File: config.mk
export PLATFORM = sky130hd
export DESIGN_NAME = line_rasterizer
export DESIGN_NICKNAME = d
export VERILOG_FILES = /design/src/rtl/line_rasterizer.sv
export SDC_FILE = /design/constraint.sdc
export NUM_CORES = 1
export LEC_CHECK = 0
export BUFFER_PORTS_ARGS = -buffer_cell sky130_fd_sc_hd__buf_2
export CAP_MARGIN = 20
export CORE_AREA = 2 2 140 169
export DETAILED_ROUTE_END_ITERATION = 10
export DIE_AREA = 0 0 142 171
export PLACE_DENSITY = 0.72
export SLEW_MARGIN = 10
export SYNTH_ARGS = -nofsm -noshare
export SYNTH_HDL_FRONTEND = slang
export SYNTH_SLANG_ARGS = --single-unit
export TNS_END_PERCENT = 5
File: constraint.sdc
create_clock -name clock -period 6.1 [get_ports clock]
set_input_delay 1.83 -clock clock [delete_from_list [all_inputs] [get_ports clock]]
set_output_delay 1.83 -clock clock [all_outputs]
set_load 0.05 [all_outputs]
File: src/rtl/line_rasterizer.sv
// Bresenham line walker: latches two endpoints, then emits one pixel per accepted handshake.
// Optional screen clipping is enabled by defining LINE_RASTERIZER_CLIP_EN.
module line_rasterizer #(
    parameter int H_RES = 640,
    parameter int V_RES = 480
) (
    input  logic               clock,
    input  logic               reset,
    input  logic               start,
    input  logic signed [11:0] x0,
    input  logic signed [11:0] y0,
    input  logic signed [11:0] x1,
    input  logic signed [11:0] y1,
    input  logic        [2:0]  colour,
    input  logic               plot_ready,
    output logic               plot,
    output logic        [9:0]  px,
    output logic        [8:0]  py,
    output logic        [2:0]  pcolour,
    output logic               done
);
    typedef enum logic [1:0] {
        S_IDLE  = 2'd0,
        S_SETUP = 2'd1,
        S_DRAW  = 2'd2
    } state_t;

    localparam logic signed [12:0] H_LIM = 13'(H_RES);
    localparam logic signed [12:0] V_LIM = 13'(V_RES);

    state_t             state_reg;
    logic signed [11:0] x0_reg, y0_reg, x1_reg, y1_reg;
    logic signed [11:0] cx_reg, cy_reg;
    logic        [2:0]  colour_reg;
    logic signed [13:0] dx_reg, dy_reg, err_reg;
    logic               sx_neg_reg, sy_neg_reg;

    logic signed [12:0] diff_x, diff_y;
    logic signed [13:0] abs_dx, abs_dy;
    logic signed [13:0] e2, err_step;
    logic               step_x, step_y;
    logic               on_screen, visible, at_end, consume;

    // Differences are taken one bit wider so the magnitude of any 12-bit span is exact.
    assign diff_x = $signed({x1_reg[11], x1_reg}) - $signed({x0_reg[11], x0_reg});
    assign diff_y = $signed({y1_reg[11], y1_reg}) - $signed({y0_reg[11], y0_reg});
    assign abs_dx = diff_x[12] ? -$signed({diff_x[12], diff_x}) : $signed({diff_x[12], diff_x});
    assign abs_dy = diff_y[12] ? -$signed({diff_y[12], diff_y}) : $signed({diff_y[12], diff_y});

    assign e2       = err_reg <<< 1;
    assign step_x   = (e2 >= dy_reg);
    assign step_y   = (e2 <= dx_reg);
    assign err_step = err_reg + (step_x ? dy_reg : 14'sd0) + (step_y ? dx_reg : 14'sd0);

    assign on_screen = !cx_reg[11] && ($signed({cx_reg[11], cx_reg}) < H_LIM) &&
                       !cy_reg[11] && ($signed({cy_reg[11], cy_reg}) < V_LIM);
`ifdef LINE_RASTERIZER_CLIP_EN
    assign visible = on_screen;
`else
    // Unclipped build: every walked pixel is emitted with truncated coordinates.
    assign visible = on_screen | 1'b1;
`endif

    assign at_end  = (cx_reg == x1_reg) && (cy_reg == y1_reg);
    assign plot    = (state_reg == S_DRAW) && visible;
    assign consume = (state_reg == S_DRAW) && (!visible || plot_ready);
    assign done    = (state_reg == S_IDLE);
    assign px      = cx_reg[9:0];
    assign py      = cy_reg[8:0];
    assign pcolour = colour_reg;

    always_ff @(posedge clock) begin
        if (reset) begin
            state_reg  <= S_IDLE;
            x0_reg     <= '0;
            y0_reg     <= '0;
            x1_reg     <= '0;
            y1_reg     <= '0;
            cx_reg     <= '0;
            cy_reg     <= '0;
            colour_reg <= '0;
            dx_reg     <= '0;
            dy_reg     <= '0;
            err_reg    <= '0;
            sx_neg_reg <= 1'b0;
            sy_neg_reg <= 1'b0;
        end else begin
            case (state_reg)
                S_IDLE: begin
                    if (start) begin
                        x0_reg     <= x0;
                        y0_reg     <= y0;
                        x1_reg     <= x1;
                        y1_reg     <= y1;
                        colour_reg <= colour;
                        state_reg  <= S_SETUP;
                    end
                end
                S_SETUP: begin
                    cx_reg     <= x0_reg;
                    cy_reg     <= y0_reg;
                    dx_reg     <= abs_dx;
                    dy_reg     <= -abs_dy;
                    err_reg    <= abs_dx - abs_dy;
                    sx_neg_reg <= !(x0_reg < x1_reg);
                    sy_neg_reg <= !(y0_reg < y1_reg);
                    state_reg  <= S_DRAW;
                end
                S_DRAW: begin
                    if (consume) begin
                        if (at_end) begin
                            state_reg <= S_IDLE;
                        end else begin
                            err_reg <= err_step;
                            if (step_x) cx_reg <= sx_neg_reg ? cx_reg - 12'sd1 : cx_reg + 12'sd1;
                            if (step_y) cy_reg <= sy_neg_reg ? cy_reg - 12'sd1 : cy_reg + 12'sd1;
                        end
                    end
                end
                default: state_reg <= S_IDLE;
            endcase
        end
    end
endmodule

==> results of run 1 <==
metrics by stage:
step / instances / util
finish: 1640 / 0.489
global route: 1640 / 0.489
CTS: 1640 / 0.489
detailed placement: 1608 / 0.462
global placement: 1608 / 0.462
floorplan: 1311 / -
worst paths after layout:
check	from	end	slack, ns	depth (start not counted)
setup reg to reg	err_reg[2]	err_reg[11]	0.93	21
hold reg to reg	pcolour[0]	pcolour[0]	0.45	2
hold / removal	pcolour[0]	pcolour[0]	0.45	2
setup / recovery	err_reg[2]	err_reg[11]	0.93	21
layer usage:
metal / vias up / GRT usage / share of wire
met4: 0 / 0.0887 / 0.028
li1: 4655 / - / -
met5: - / 0 / 0
met3: 51 / 0.0260 / 0.033
met2: 230 / 0.409 / 0.51
met1: 4326 / 0.275 / 0.43
power by group through the flow:
stage          combinational, uW  clock, uW  sequential, uW
2_1_floorplan               1810          0             938
3_3_place_gp                2270          0             961
3_5_place_dp                2310          0             964
4_1_cts                     2320       1080             947
5_1_grt                     2590       1120             957
6_report                    2340       1070             947
kinds of logic (layout without fill, tap and decap cells):
family / after synthesis / in the layout / share of synthesized area
AOI/OAI and AO/OA: 354 / 354 / 0.232
buffers and inverters: 174 / 220 / 0.0732
and+or+nand+nor: 449 / 449 / 0.207
xor gates and xnor gates: 93 / 93 / 0.0864
DFF: 120 / 120 / 0.239
adders and majority gates: 115 / 115 / 0.156
muxes: 6 / 6 / 0.00596
cell usage in the layout (no fill, tap or decap), types with 8 or more instances in the layout:
cell	count
nand2_1	186
a21oi_1	132
dfxtp_1	120
inv_1	99
ha_1	97
nor2_1	94
buf_2	77
xnor2_1	62
o21ai_0	54
a211oi_1	36
nor3_1	31
nand3_1	30
xor2_1	26
a21o_1	22
fa_1	18
clkbuf_16	17
nand4_1	15
nor2b_1	15
and2_1	14
nor4_1	12
buf_4	12
nand2b_1	9
a31oi_1	9
or3_1	9
a311oi_1	8
worst max-delay path, stage by stage (launching register included):
cell       delay, ns
dfxtp_1         0.45
ha_1            0.30
a21o_1          0.16
a21oi_1         0.14
o221ai_1        0.18
a2111oi_0       0.50
o21ai_0         0.15
buf_4           0.21
a21oi_1         0.18
fa_1            0.44
ha_1            0.24
fa_1            0.41
a21o_1          0.18
a21oi_1         0.22
o21bai_1        0.10
a21oi_1         0.24
o21bai_1        0.10
a21oi_1         0.23
o21ai_0         0.15
xnor2_1         0.15
o21ai_0         0.08
o31a_1          0.25
cells in the mapped netlist, types with 26 or more instances:
| cell type | count |
|---|---|
| nand3_1 | 30 |
| nor3_1 | 31 |
| a21oi_1 | 132 |
| xnor2_1 | 62 |
| a211oi_1 | 36 |
| ha_1 | 97 |
| nor2_1 | 94 |
| xor2_1 | 26 |
| nand2_1 | 187 |
| o21ai_0 | 54 |
| dfxtp_1 | 120 |
| clkbuf_1 | 49 |
| inv_1 | 99 |
area by class of cell:
| cell class | instances | area share |
|---|---|---|
| inverter | 99 | 0.0333 |
| timing repair buffer | 89 | 0.0426 |
| tap | 283 | 0.0317 |
| clock buffer | 18 | 0.0385 |
| sequential | 120 | 0.215 |
| multi-input combinational | 1017 | 0.622 |
| clock inverter | 14 | 0.0167 |
==> impl_metrics.tcl, run 1 <==
set metrics [dict create \
    status "finished clean" \
    clockBufferDepth 2 \
    dp_hpwl_um 20600 \
    core_area_sq_um 22800 \
    place.gp.congestion 0.939 \
    io_buffers 78 \
    viasPerCell 5.65 \
    power_frac_comb 0.537 \
    antenna_found_initial 0 \
    synth_area_per_cell_sq_um 7.68 \
    maxSlewHeadroom 0.305 \
    timing.fmax_mhz 193 \
    yosys_most_used_dff "dfxtp_1" \
    die_area_sq_um 24300 \
    cts_buffers 17 \
    htreeDepth 4 \
    postCtsSetupRepairBufs 0 \
    cp-end-kind "register" \
    ys_seq_area_frac 0.239 \
    ant_nets 0 \
    die_h_um 171 \
    synth_cell_types 88 \
    start_util 0.441 \
    max_cap_violations 0 \
    cts.sinks 120 \
    rows 61 \
    syn_nets 1481 \
    num-nets-final 1514 \
    vdd_drop_max_mv 0.271 \
    final_hold_viol_count 0 \
    yosys_register_bits 120 \
    cp-start-kind "register" \
    worstHoldPathType "register to register" \
    fin_crit_sh 0.848 \
    p_switching_uw 1890 \
    cts_tree "built" \
    grt_use_total 0.227 \
    fillCellCount 2175 \
    first_global_vias 8796 \
    cts_resized 0 \
    vias 9262 \
    ys_warn_count 0 \
    final_area_sq_um 11200 \
    dp_worst_setup_slack_ns 0.926 \
    seqCellArea_sq_um 2400 \
    worstSetupPathType "register to register" \
    skew_ns 0.0154 \
    routedWlPerCell_um 16.6 \
    grt-ovfl-total 0 \
    syn_inst 1311 \
    wl_um 27200 \
    fp.dieW_um 142 \
    finalCriticalPeriod_ns 5.17 \
    p_int_uw 2460 \
    synth.largest_area_cell "dfxtp_1" \
    clk_pin_slew_ns 0.06 \
    ios 79 \
    dpl_cell_area_sq_um 10500 \
    yosysTopAreaCellShare 0.239 \
    synth.cell_area_sq_um 10100 \
    area_growth_pct 10.8 \
    grt_max_degree 76 \
    drtIter0Drc 570 \
    synth_area_leaders "dfxtp_1 (24%), ha_1 (12%), nand2_1 (7.0%), a21oi_1 (6.6%), xnor2_1 (5.4%)" \
    clk_latency_ns 0.43 \
    holdWs_ns 0.452 \
    pwr-share-clk 0.246 \
    p_leak_uw 0.00474 \
    synth_async_sr_flop_share 0 \
    drive_gt1_frac 0.114 \
    seq_power_share 0.217 \
    finalPower_uw 4350 \
    rsz0062_at_grt "false" \
    setup_ws_ns 0.927 \
    switching_share 0.434 \
    dr.pass1.iters 5 \
    grt_pass1_wl_um 44400 \
    setup_violations 0 \
    crit_arrival_ns 5.48 \
    fin_tns_setup_ns 0 \
    cts_root_buffer "clkbuf_16" \
    drc 0 \
    max_slew.worst_pin.slew_ns 1.04 \
    cp_max_fo 13 \
    drv_slew 0 \
    postCtsHoldBufs 0 \
    power.density_nw_per_um2 390 \
    diodes 0 \
    synth_edf_count 0 \
    cp_data_required_time_ns 6.41 \
    multiInputGateArea_sq_um 6940 \
]
Power figures use the tool's default switching activity.
==> inputs of run 2 (changes only) <==
--- a/config.mk
+++ b/config.mk
@@ -10,7 +10,7 @@
 export CORE_AREA = 2 2 140 169
 export DETAILED_ROUTE_END_ITERATION = 10
 export DIE_AREA = 0 0 142 171
-export PLACE_DENSITY = 0.72
+export PLACE_DENSITY = 0.74
 export SLEW_MARGIN = 10
 export SYNTH_ARGS = -nofsm -noshare
 export SYNTH_HDL_FRONTEND = slang
==> constraint.sdc (replaced) <==
create_clock -name clock -period 4.2 [get_ports clock]
set_input_delay 1.26 -clock clock [delete_from_list [all_inputs] [get_ports clock]]
set_output_delay 1.26 -clock clock [all_outputs]
set_load 0.05 [all_outputs]
==> impl_metrics.tcl, run 2 (synthesized netlist as in run 1, its figures left out) <==
set metrics [dict create \
    dr.pass1.iters 5 \
    drv_slew 0 \
    final_area_sq_um 12600 \
    skew_ns 0.0121 \
    cts.sinks 120 \
    die_area_sq_um 24300 \
    grt_use_total 0.248 \
    fin_crit_sh 1.06 \
    cts_buffers 17 \
    power.density_nw_per_um2 579 \
    setup_ws_ns -0.232 \
    final_hold_viol_count 0 \
    cts_tree "built" \
    drtIter0Drc 769 \
    grt_max_degree 53 \
    crit_arrival_ns 4.75 \
    first_global_vias 9833 \
    max_slew.worst_pin.slew_ns 1.03 \
    clockBufferDepth 2 \
    fillCellCount 2022 \
    cp-start-kind "register" \
    cp-end-kind "register" \
    rows 61 \
    grt-ovfl-total 0 \
    mostFrequentLayoutCell "nand2_1" \
    io_buffers 78 \
    cp_max_fo 3 \
    ant_nets 0 \
    postCtsHoldBufs 0 \
    vdd_drop_max_mv 0.349 \
    start_util 0.441 \
    setup_violations 5 \
    antenna_found_initial 0 \
    htreeDepth 4 \
    clk_pin_slew_ns 0.06 \
    wl_um 30000 \
    final_cells 1796 \
    dp_worst_setup_slack_ns -0.299 \
    cts_root_buffer "clkbuf_16" \
    diodes 0 \
    finalCriticalPeriod_ns 4.43 \
    area_growth_pct 24.7 \
    drc 0 \
    die_h_um 171 \
    timing.fmax_mhz 226 \
    vias 10100 \
    viasPerCell 5.62 \
    status "finished, violations left" \
    dp_cells 1752 \
    dpl_cell_area_sq_um 11700 \
    cp_data_required_time_ns 4.52 \
    dp_hpwl_um 22600 \
    max_cap_violations 0 \
    clk_latency_ns 0.44 \
    fin_tns_setup_ns -0.827 \
    place.gp.congestion 0.927 \
    p_leak_uw 0.00552 \
    grt_pass1_wl_um 48300 \
    maxSlewHeadroom 0.314 \
    ios 79 \
    rsz0062_at_grt "true" \
    core_area_sq_um 22800 \
    worstSetupPathType "register to register" \
    drive_gt1_frac 0.243 \
    routedWlPerCell_um 16.7 \
    fp.dieW_um 142 \
    violations "negative setup slack" \
    worstHoldPathType "register to register" \
    layout_common_cells "nand2_1 (185), buf_4 (165), a21oi_1 (120)" \
    num-nets-final 1670 \
]
[run 2: changes by cell type in the layout (fill, tap and decap cells not counted), moves of 5 or more]
cell	before	now
o21ai_2	3	10
ha_1	97	91
ha_4	0	6
a21oi_2	2	14
o21ai_0	54	45
dfxtp_1	120	115
buf_4	12	165
a21oi_1	132	120
[run 2: critical path, cell delays in order, from the launching register on]
cell and delay (ns):
dfxtp_4 0.36, buf_4 0.14, ha_4 0.23, a21o_1 0.16
a21oi_2 0.13, o221ai_2 0.14, a2111oi_2 0.40, o21ai_2 0.16
a21oi_2 0.16, fa_1 0.47, ha_4 0.19, fa_2 0.36
a21o_1 0.17, a21oi_2 0.15, o21bai_1 0.10, a21oi_2 0.16
o21bai_1 0.10, a21oi_2 0.18, o21ai_2 0.07, xnor2_1 0.15
o21ai_1 0.08, o31a_1 0.25
[run 2: power by group]
group          total [uW]  leakage (uW)  internal (uW)  switching, uW
logic                4520       0.00428           2120           2400
clock network        1390      0.000259            765            623
registers            1360      0.000986           1250            110
total                7270       0.00552           4140           3130
[run 2: path summary, 6_finish.rpt]
| kind | start | endpoint | slack [ns] | depth (start not counted) |
|---|---|---|---|---|
| min | x0_reg[8] | x0_reg[8] | 0.45 | 2 |
| max | err_reg[2] | err_reg[11] | -0.23 | 21 |
| min reg2reg | x0_reg[8] | x0_reg[8] | 0.45 | 2 |
| max reg2reg | err_reg[2] | err_reg[11] | -0.23 | 21 |
[run 2: layout make-up]
cell class	instances	area, sq um	area share
clock buffer	17	425	0.0339
clock inverter	15	118	0.00937
inverter	99	372	0.0296
multi-input combinational	1017	7220	0.575
sequential	120	2410	0.192
tap	283	354	0.0282
timing repair buffer	245	1660	0.132
[run 2: timing repair]
action                     in CTS  in global routing
pin swaps                      24                 30
setup endpoints to repair       7                  8
resized for setup              23                 31
setup buffers                   7                  6
[run 2: metal layers]
metal  GRT usage  up-vias  part of all wire
li1            -     4966                 -
met1       0.291     4719              0.41
met2       0.449      318              0.50
met3      0.0280       84             0.049
met4       0.119        0             0.041
met5           0        -                 0
[run 2: per-stage QoR]
| step | util | hold slack (ns) | power [uW] |
|---|---|---|---|
| final | 0.550 | 0.452 | 7270 |
| after global routing | 0.550 | 0.475 | 7720 |
| after CTS | 0.543 | 0.456 | 7000 |
| after detailed placement | 0.512 | 0.448 | 5480 |
| after global placement | 0.512 | 0.440 | 5390 |
| after floorplan | - | 0.430 | 4040 |
